### config.mk
export PLATFORM = sky130hd
export DESIGN_NAME = load_store_unit
export DESIGN_NICKNAME = d
export VERILOG_FILES = /design/src/rtl/lsu_pkg.sv /design/src/rtl/byte_lane_unit.sv /design/src/rtl/load_store_unit.sv
export SDC_FILE = /design/constraint.sdc
export NUM_CORES = 1
export LEC_CHECK = 0
export ABC_AREA = 1
export CAP_MARGIN = 10
export CORE_UTILIZATION = 42
export DETAILED_ROUTE_END_ITERATION = 10
export GPL_TIMING_DRIVEN = 0
export PLACE_DENSITY = 0.78
export SLEW_MARGIN = 40
export SYNTH_ARGS = -nofsm -noshare
export SYNTH_HDL_FRONTEND = slang
export SYNTH_SLANG_ARGS = --single-unit
### constraint.sdc
create_clock -name clock -period 1.3 [get_ports clock]
set_input_delay 0.26 -clock clock [delete_from_list [all_inputs] [get_ports clock]]
set_output_delay 0.26 -clock clock [all_outputs]
set_load 0.01 [all_outputs]
### src/rtl/lsu_pkg.sv
// Shared definitions for the load/store unit: access sizes, FSM states and
// the size/alignment legality check applied when a request is accepted.
package lsu_pkg;

  localparam logic [1:0] SIZE_BYTE = 2'b00;
  localparam logic [1:0] SIZE_HALF = 2'b01;
  localparam logic [1:0] SIZE_WORD = 2'b10;

  typedef enum logic [2:0] {
    IDLE,
    LOAD,
    RMW,
    WRITE,
    RESP
  } lsu_state_t;

  // True when the size code is illegal or the offset does not suit the size.
  function automatic logic size_fault(input logic [1:0] size, input logic [1:0] offset);
    logic fault;
    case (size)
      SIZE_BYTE: fault = 1'b0;
      SIZE_HALF: fault = offset[0];
      SIZE_WORD: fault = (offset != 2'b00);
      default:   fault = 1'b1;
    endcase
    return fault;
  endfunction

endpackage

### src/rtl/byte_lane_unit.sv
// Little-endian byte-lane steering: extracts and extends sub-word load data,
// and merges sub-word store data into an existing memory word.
module byte_lane_unit
  import lsu_pkg::*;
(
  input  logic [1:0]  offset,
  input  logic [1:0]  size,
  input  logic        is_unsigned,
  input  logic [31:0] read_word,
  input  logic [31:0] store_data,
  output logic [31:0] load_result,
  output logic [31:0] merged_word
);

  logic [7:0]  lane_byte;
  logic [15:0] lane_half;

  // Select the addressed lane and sign- or zero-extend it to 32 bits.
  always_comb begin
    case (offset)
      2'd0:    lane_byte = read_word[7:0];
      2'd1:    lane_byte = read_word[15:8];
      2'd2:    lane_byte = read_word[23:16];
      default: lane_byte = read_word[31:24];
    endcase
    lane_half = offset[1] ? read_word[31:16] : read_word[15:0];
    case (size)
      SIZE_BYTE: load_result = is_unsigned ? {24'h0, lane_byte} : {{24{lane_byte[7]}}, lane_byte};
      SIZE_HALF: load_result = is_unsigned ? {16'h0, lane_half} : {{16{lane_half[15]}}, lane_half};
      default:   load_result = read_word;
    endcase
  end

  // Replace only the addressed lane(s) of the old word with the low store bits.
  always_comb begin
    merged_word = read_word;
    case (size)
      SIZE_BYTE: begin
        case (offset)
          2'd0:    merged_word[7:0]   = store_data[7:0];
          2'd1:    merged_word[15:8]  = store_data[7:0];
          2'd2:    merged_word[23:16] = store_data[7:0];
          default: merged_word[31:24] = store_data[7:0];
        endcase
      end
      SIZE_HALF: begin
        if (offset[1]) merged_word[31:16] = store_data[15:0];
        else           merged_word[15:0]  = store_data[15:0];
      end
      SIZE_WORD: merged_word = store_data;
      default:   merged_word = read_word;
    endcase
  end

endmodule

### src/rtl/load_store_unit.sv
// Data-memory initiator: accepts one load/store at a time, issues word-aligned
// accesses, performs read-modify-write for sub-word stores and reports
// misaligned, illegal-size or out-of-range requests without touching memory.
module load_store_unit
  import lsu_pkg::*;
#(
  parameter int MEM_WORDS = 8
) (
  input  logic        clock,
  input  logic        reset,
  input  logic        reqValid,
  output logic        reqReady,
  input  logic        reqWrite,
  input  logic [1:0]  reqSize,
  input  logic        reqUnsigned,
  input  logic [31:0] reqAddress,
  input  logic [31:0] reqWriteData,
  output logic        respValid,
  output logic [31:0] respData,
  output logic        respError,
  output logic        memRead,
  output logic        memWrite,
  output logic [31:0] memAddress,
  output logic [31:0] memWriteData,
  input  logic [31:0] memReadData
);

  lsu_state_t  state, next_state;
  logic [1:0]  lat_size;
  logic        lat_unsigned;
  logic [31:0] lat_addr;
  logic        lat_error;
  logic [31:0] buffer;
  logic [31:0] resp_data;
  logic        accept;
  logic        req_error;
  logic [31:0] load_result;
  logic [31:0] merged_word;

  assign accept    = reqValid & reqReady;
  assign req_error = size_fault(reqSize, reqAddress[1:0]) |
                     ({2'b00, reqAddress[31:2]} >= 32'(MEM_WORDS));
  assign respData  = resp_data;

  // During RMW the buffer still holds the raw store data, so it feeds the merge.
  byte_lane_unit lanes (
    .offset      (lat_addr[1:0]),
    .size        (lat_size),
    .is_unsigned (lat_unsigned),
    .read_word   (memReadData),
    .store_data  (buffer),
    .load_result (load_result),
    .merged_word (merged_word)
  );

  // State register.
  always_ff @(posedge clock) begin
    if (reset) state <= IDLE;
    else       state <= next_state;
  end

  // Next-state selection for the request sequence.
  always_comb begin
    next_state = state;
    case (state)
      IDLE: begin
        if (accept) begin
          if (req_error)              next_state = RESP;
          else if (!reqWrite)         next_state = LOAD;
          else if (reqSize == SIZE_WORD) next_state = WRITE;
          else                        next_state = RMW;
        end
      end
      LOAD:    next_state = RESP;
      RMW:     next_state = WRITE;
      WRITE:   next_state = RESP;
      RESP:    next_state = IDLE;
      default: next_state = IDLE;
    endcase
  end

  // Per-state outputs, all forced low while reset is held so no write can commit.
  always_comb begin
    reqReady     = 1'b0;
    respValid    = 1'b0;
    respError    = 1'b0;
    memRead      = 1'b0;
    memWrite     = 1'b0;
    memAddress   = 32'h0;
    memWriteData = 32'h0;
    if (!reset) begin
      case (state)
        IDLE: reqReady = 1'b1;
        LOAD, RMW: begin
          memRead    = 1'b1;
          memAddress = {lat_addr[31:2], 2'b00};
        end
        WRITE: begin
          memWrite     = 1'b1;
          memAddress   = {lat_addr[31:2], 2'b00};
          memWriteData = buffer;
        end
        RESP: begin
          respValid = 1'b1;
          respError = lat_error;
        end
        default: ;
      endcase
    end
  end

  // Request latch, store buffer and response data; respData only changes at a completion.
  always_ff @(posedge clock) begin
    if (reset) begin
      lat_size     <= 2'b00;
      lat_unsigned <= 1'b0;
      lat_addr     <= 32'h0;
      lat_error    <= 1'b0;
      buffer       <= 32'h0;
      resp_data    <= 32'h0;
    end else begin
      case (state)
        IDLE: begin
          if (accept) begin
            lat_size     <= reqSize;
            lat_unsigned <= reqUnsigned;
            lat_addr     <= reqAddress;
            lat_error    <= req_error;
            if (reqWrite) buffer <= reqWriteData;
            if (req_error) resp_data <= 32'h0;
          end
        end
        LOAD:    resp_data <= load_result;
        RMW:     buffer    <= merged_word;
        WRITE:   resp_data <= 32'h0;
        default: ;
      endcase
    end
  end

endmodule

Yosys cells after proc, flatten, opt, wreduce, memory -nomap -nowiden
Cells that the tools add are included.
Widths: inputs -> output; s select.

storage, ports and cells
  latch bits = 0
  memories = 0
  ROM bits = 0
  logic and storage cells = 82
  input port bits = 103
  RAM bits = 0
  register bits = 103

cells by class
  bitwise operators = 2
  muxes and demuxes = 38
  add/sub/neg operators = 0
  shifts and indexed selects = 0
  equal/unequal tests = 16
  $mul = 0
  reductions and logical operators = 16
  div/mod/pow operators = 0
  magnitude comparators = 1

operators by type and width
  kind                 count
  $mux 32              10
  $pmux 32 s3          2
  $pmux 32 s2          2
  $mux 16              3
  $mux 8               4
  $ge 30x4->1 const B  1
  $pmux 8 s3           1
  $mux 1               11
  $pmux 3 s3           1
  $ne 2x2->1 const B   4
  $eq 2x1->1 const B   3
  $eq 2x2->1 const B   3
  $eq 3x2->1 const B   2
  $logic_not 2->1      3
  $mux 3               2
  $ne 3x3->1 const B   2
  $reduce_and 6->1     1
  $reduce_or 3->1      2
  $reduce_and 5->1     1
  $reduce_and 4->1     1
  $reduce_bool 2->1    2
  $reduce_or 2->1      2
  $eq 3x1->1 const B   1
  $eq 3x3->1 const B   1
  8 further kinds      8

Longest topological paths before layout
  word-level depth = 6
  mapped depth = 12
  depth with buffers taken out = 11

Cells and area by module
A second synthesis with hierarchy kept.

unflattened totals
  cell total of the unflattened synthesis = 1,185
  area total of the unflattened synthesis = 6,845.3 sq um

modules (own cells, without submodules)
  module           cells each  times used  area each (sq um)
  load_store_unit  798         1           4,971.0
  byte_lane_unit   387         1           1,874.3

Worst setup path after synthesis
No wires, ideal clock.

  path type = register to register
  start point = reg state[0]
  end point = reg buffer[22]
  period minus slack after synthesis = 1.450 ns
  cell stages (with the launch flop) = 10
  arrival time = 1.332 ns
  setup slack = -0.150 ns
  path through = dfxtp_1 nor2_4 inv_2 nor2_4 nand2_4 nand2_2 nand2_4 buf_2 nor3b_1 nor2_1

between the ends
  longest elaborated chain between the ends = 6
  elaborated cells on any way between the ends = 11
  classes of those cells = eq/ne (4); mux (3); bitwise (1); reduce/logical (3)

RTL lines
  element                            RTL line                text
  start, declared                    load_store_unit.sv:28   lsu_state_t state, next_state;
  start signal, assigned             load_store_unit.sv:59   else state <= next_state;
  $logic_not 3->1                    load_store_unit.sv:92   case (state)
  $mux 1                             load_store_unit.sv:92
  $mux 1                             load_store_unit.sv:91   if (!reset) begin
  via reqReady                       load_store_unit.sv:12   output logic reqReady,
  $and 1x1->1                        load_store_unit.sv:40   assign accept = reqValid & reqReady;
  $ne 2x2->1 (no source line)        n/a
  $reduce_and 4->1 (no source line)  n/a
  end signal, assigned               load_store_unit.sv:129  if (reqWrite) buffer <= reqWriteData;
  end signal, assigned               load_store_unit.sv:134  RMW: buffer <= merged_word;
  end, declared                      load_store_unit.sv:33   logic [31:0] buffer;

The timed path passes the listed nets, and every way through them passes these cells.
A chain may end at the register's enable or synchronous reset.

Worst setup path after layout
  start point = reg state[2]
  end point = out memWriteData[2]

between the ends
  longest elaborated chain between the ends = 3

RTL lines
  element        RTL line               text
  $eq 3x2->1     load_store_unit.sv:92
  $mux 32        load_store_unit.sv:92
  $mux 32        load_store_unit.sv:91
  end, declared  load_store_unit.sv:24  output logic [31:0] memWriteData,

Every way passes these cells.

==> results.json <==
{
  "worst_pin_slew_ns": 0.836,
  "root_buffer": "clkbuf_16",
  "first_global_vias": 7498,
  "r2r-start": "state[1]",
  "cts.clk_slew.worst_paths_ns": 0.07,
  "avgSynthCellArea_um2": 6.13,
  "power_mw": 8.30,
  "drc": 0,
  "syn_inst": 987,
  "layout_commonest_cell": "nand2_1",
  "gp_congestion": 0.982,
  "core_um2": 14000,
  "critPathCaptureType": "primary output",
  "dp.cells": 1369,
  "wl_um": 28200,
  "crit_type": "flop to primary output",
  "drive_gt1_share_pct": 35.6,
  "cts_buffers": 9,
  "fin_crit_ns": 1.88,
  "finalNetCount": 1381,
  "vias": 8159,
  "grt_usage_pct": 34.3,
  "antenna_cells": 0,
  "vias_per_cell": 5.58,
  "ys_seq_area_share_pct": 34.1,
  "vdd_ir_drop_max_uv": 591,
  "h-tree-depth": 3,
  "yosysUniqueCellTypes": 39,
  "ys_ff_latch": 103,
  "p_leak_nw": 4.78,
  "crit_fanout": 6,
  "min_from": "reqAddress[22]",
  "clock-sinks": 103,
  "dpl.hpwl_um": 16900,
  "worstSkewPairLatency_ns": 0.36,
  "r2r_cells": 12,
  "cts_tree": "built",
  "status": "finished with violations",
  "rsz0062_at_grt": "true",
  "fmax_mhz": 533,
  "p_per_area_nw_per_um2": 754,
  "whs_path_depth": 3,
  "finalMaxSlewViolations": 0,
  "layout.cells.non_filler": 1461,
  "setup_ws_ns": -0.576,
  "finalCritPeriodShare_pct": 144,
  "die_w_um": 122,
  "io_pins": 204,
  "grt_overflow": 0,
  "layout_common_cells": "203 x nand2_1, 105 x nor2_1, 98 x dfxtp_1",
  "initial_core_util_pct": 43.2,
  "grt_pass1_wl_um": 38900,
  "maxSlewHeadroom_pct": 44.3,
  "final_antenna_net_count": 0,
  "hold_viol_final": 0,
  "failed_checks": "negative setup slack",
  "areaGrowthSynthToFinish_pct": 82.1,
  "maxCapViolations": 0,
  "rows": 43,
  "antenna_found_initial": 0,
  "cts_buffer_depth": 2,
  "critPathLaunch": "state[2]",
  "grt_max_degree": 16,
  "place_area_um2": 8450,
  "wl_per_cell_um": 19.3,
  "required_ns": 1.04,
  "setup_violations": 170,
  "portBuffers": 201,
  "holdBufCountCts": 0,
  "drt-initial-drc-count": 668,
  "min_path_type": "primary input to flop",
  "fin_area_um2": 11000,
  "yosysWarnings": 0,
  "crit_arrival_ns": 1.62,
  "die_area_um2": 14900,
  "cp-start-kind": "flop",
  "clock_skew_ns": 0.00834,
  "die_y_um": 122,
  "firstDrtPassIters": 8,
  "synth_area_um2": 6050
}
## flip-flops by register name (all words and copies together) (netlist names)
| register | count |
|---|---|
| lat_error | 1 |
| buffer | 32 |
| respData | 32 |
| lat_addr | 32 |
| lat_size | 2 |
| state | 3 |
| lat_unsigned | 1 |
## cell usage after synthesis
library cell	instances	area, um2
dfxtp_1	103	2060
a21oi_1	71	355
inv_4	2	12.5
nor2_4	6	67.6
o21ai_1	9	45.0
a21oi_4	1	16.3
buf_1	4	15.0
buf_4	5	37.5
nand4_1	1	6.26
inv_6	1	8.76
o22ai_1	6	37.5
o2111ai_1	8	70.1
nand3_1	39	195
nand2_2	7	43.8
o21ai_2	1	8.76
buf_6	4	45.0
nand2_1	247	927
o211a_1	1	10.0
conb_1	1	3.75
nor3_1	3	15.0
clkbuf_1	32	120
clkinv_1	1	3.75
nor2_2	10	62.6
nor3b_1	7	52.6
nor4_1	1	6.26
inv_1	94	353
o22ai_2	1	12.5
o211ai_1	1	7.51
nand2_8	1	20.0
buf_2	10	50.1
nor2_1	188	706
nor3b_2	1	12.5
nor2_8	1	20.0
nand2_4	4	45.0
inv_2	10	37.5
nand3_4	2	35.0
nand3_2	1	10.0
o21ai_0	100	500
a31oi_1	2	12.5
## worst max-delay path, stage by stage (launching register included)
cell and delay (ns):
dfxtp_4 0.37, inv_4 0.08, nand2_4 0.07, nor2_4 0.10, nand2_4 0.10, buf_6 0.15
clkbuf_16 0.16, nor2_4 0.10, buf_6 0.11
## cell families (layout without fill, tap and decap cells)
family,Yosys count,after routing,synth area share [%]
simple gates,519,520,36.8
compound gates,201,201,17.8
buf+inv,163,455,11.3
flops,103,103,34.1
other cells,1,2,0.0620
## metrics by stage
step / util [%] / hold slack, ns / TNS [ns] / worst slack, ns
floorplan: - / 0.371 / -2.79 / -0.0703
global placement: 60.4 / 0.451 / -137.24 / -1.23
detailed placement: 60.4 / 0.457 / -140.40 / -1.23
CTS: 71.8 / 0.258 / -55.94 / -0.548
global route: 78.7 / 0.185 / -77.82 / -0.626
finish: 78.7 / 0.171 / -69.85 / -0.576
## timing repair
action                     CTS  global route
pin swaps                   63            73
setup buffers               46            20
gates resized for setup    580           241
setup endpoints to repair  202           170
gates cloned                15             0
## where the power goes
part           switching, mW  total [mW]  internal [mW]
Combinational           1.29        2.29          0.999
Sequential             0.135        3.49           3.35
Clock                   1.25        2.53           1.27
## worst paths after layout
| kind | to | slack (ns) |
|---|---|---|
| worst max-delay path | memWriteData[2] | -0.58 |
| worst min-delay path | lat_addr[22] | 0.17 |
| worst max register to register | buffer[16] | -0.55 |
| worst min register to register | buffer[30] | 0.47 |
## cell type report
class	count	area, um2
Fill cell	930	2970
Tap cell	180	225
Inverter	108	453
Clock inverter	4	25.0
Timing Repair Buffer	278	2880
Sequential cell	103	2080
Clock buffer	10	229
Multi-Input combinational cell	723	4480
Buffer	55	642
## metal layers
metal  track usage [%]  vias to the layer above  share of wire [%]
met1              41.7                     3761                 37
met5                 0                        -                  0
met4              17.1                        0                5.3
li1                  -                     3705                  -
met3              8.43                      126                 11
met2              56.2                      567                 47
(Power assumes the default switching activity.)
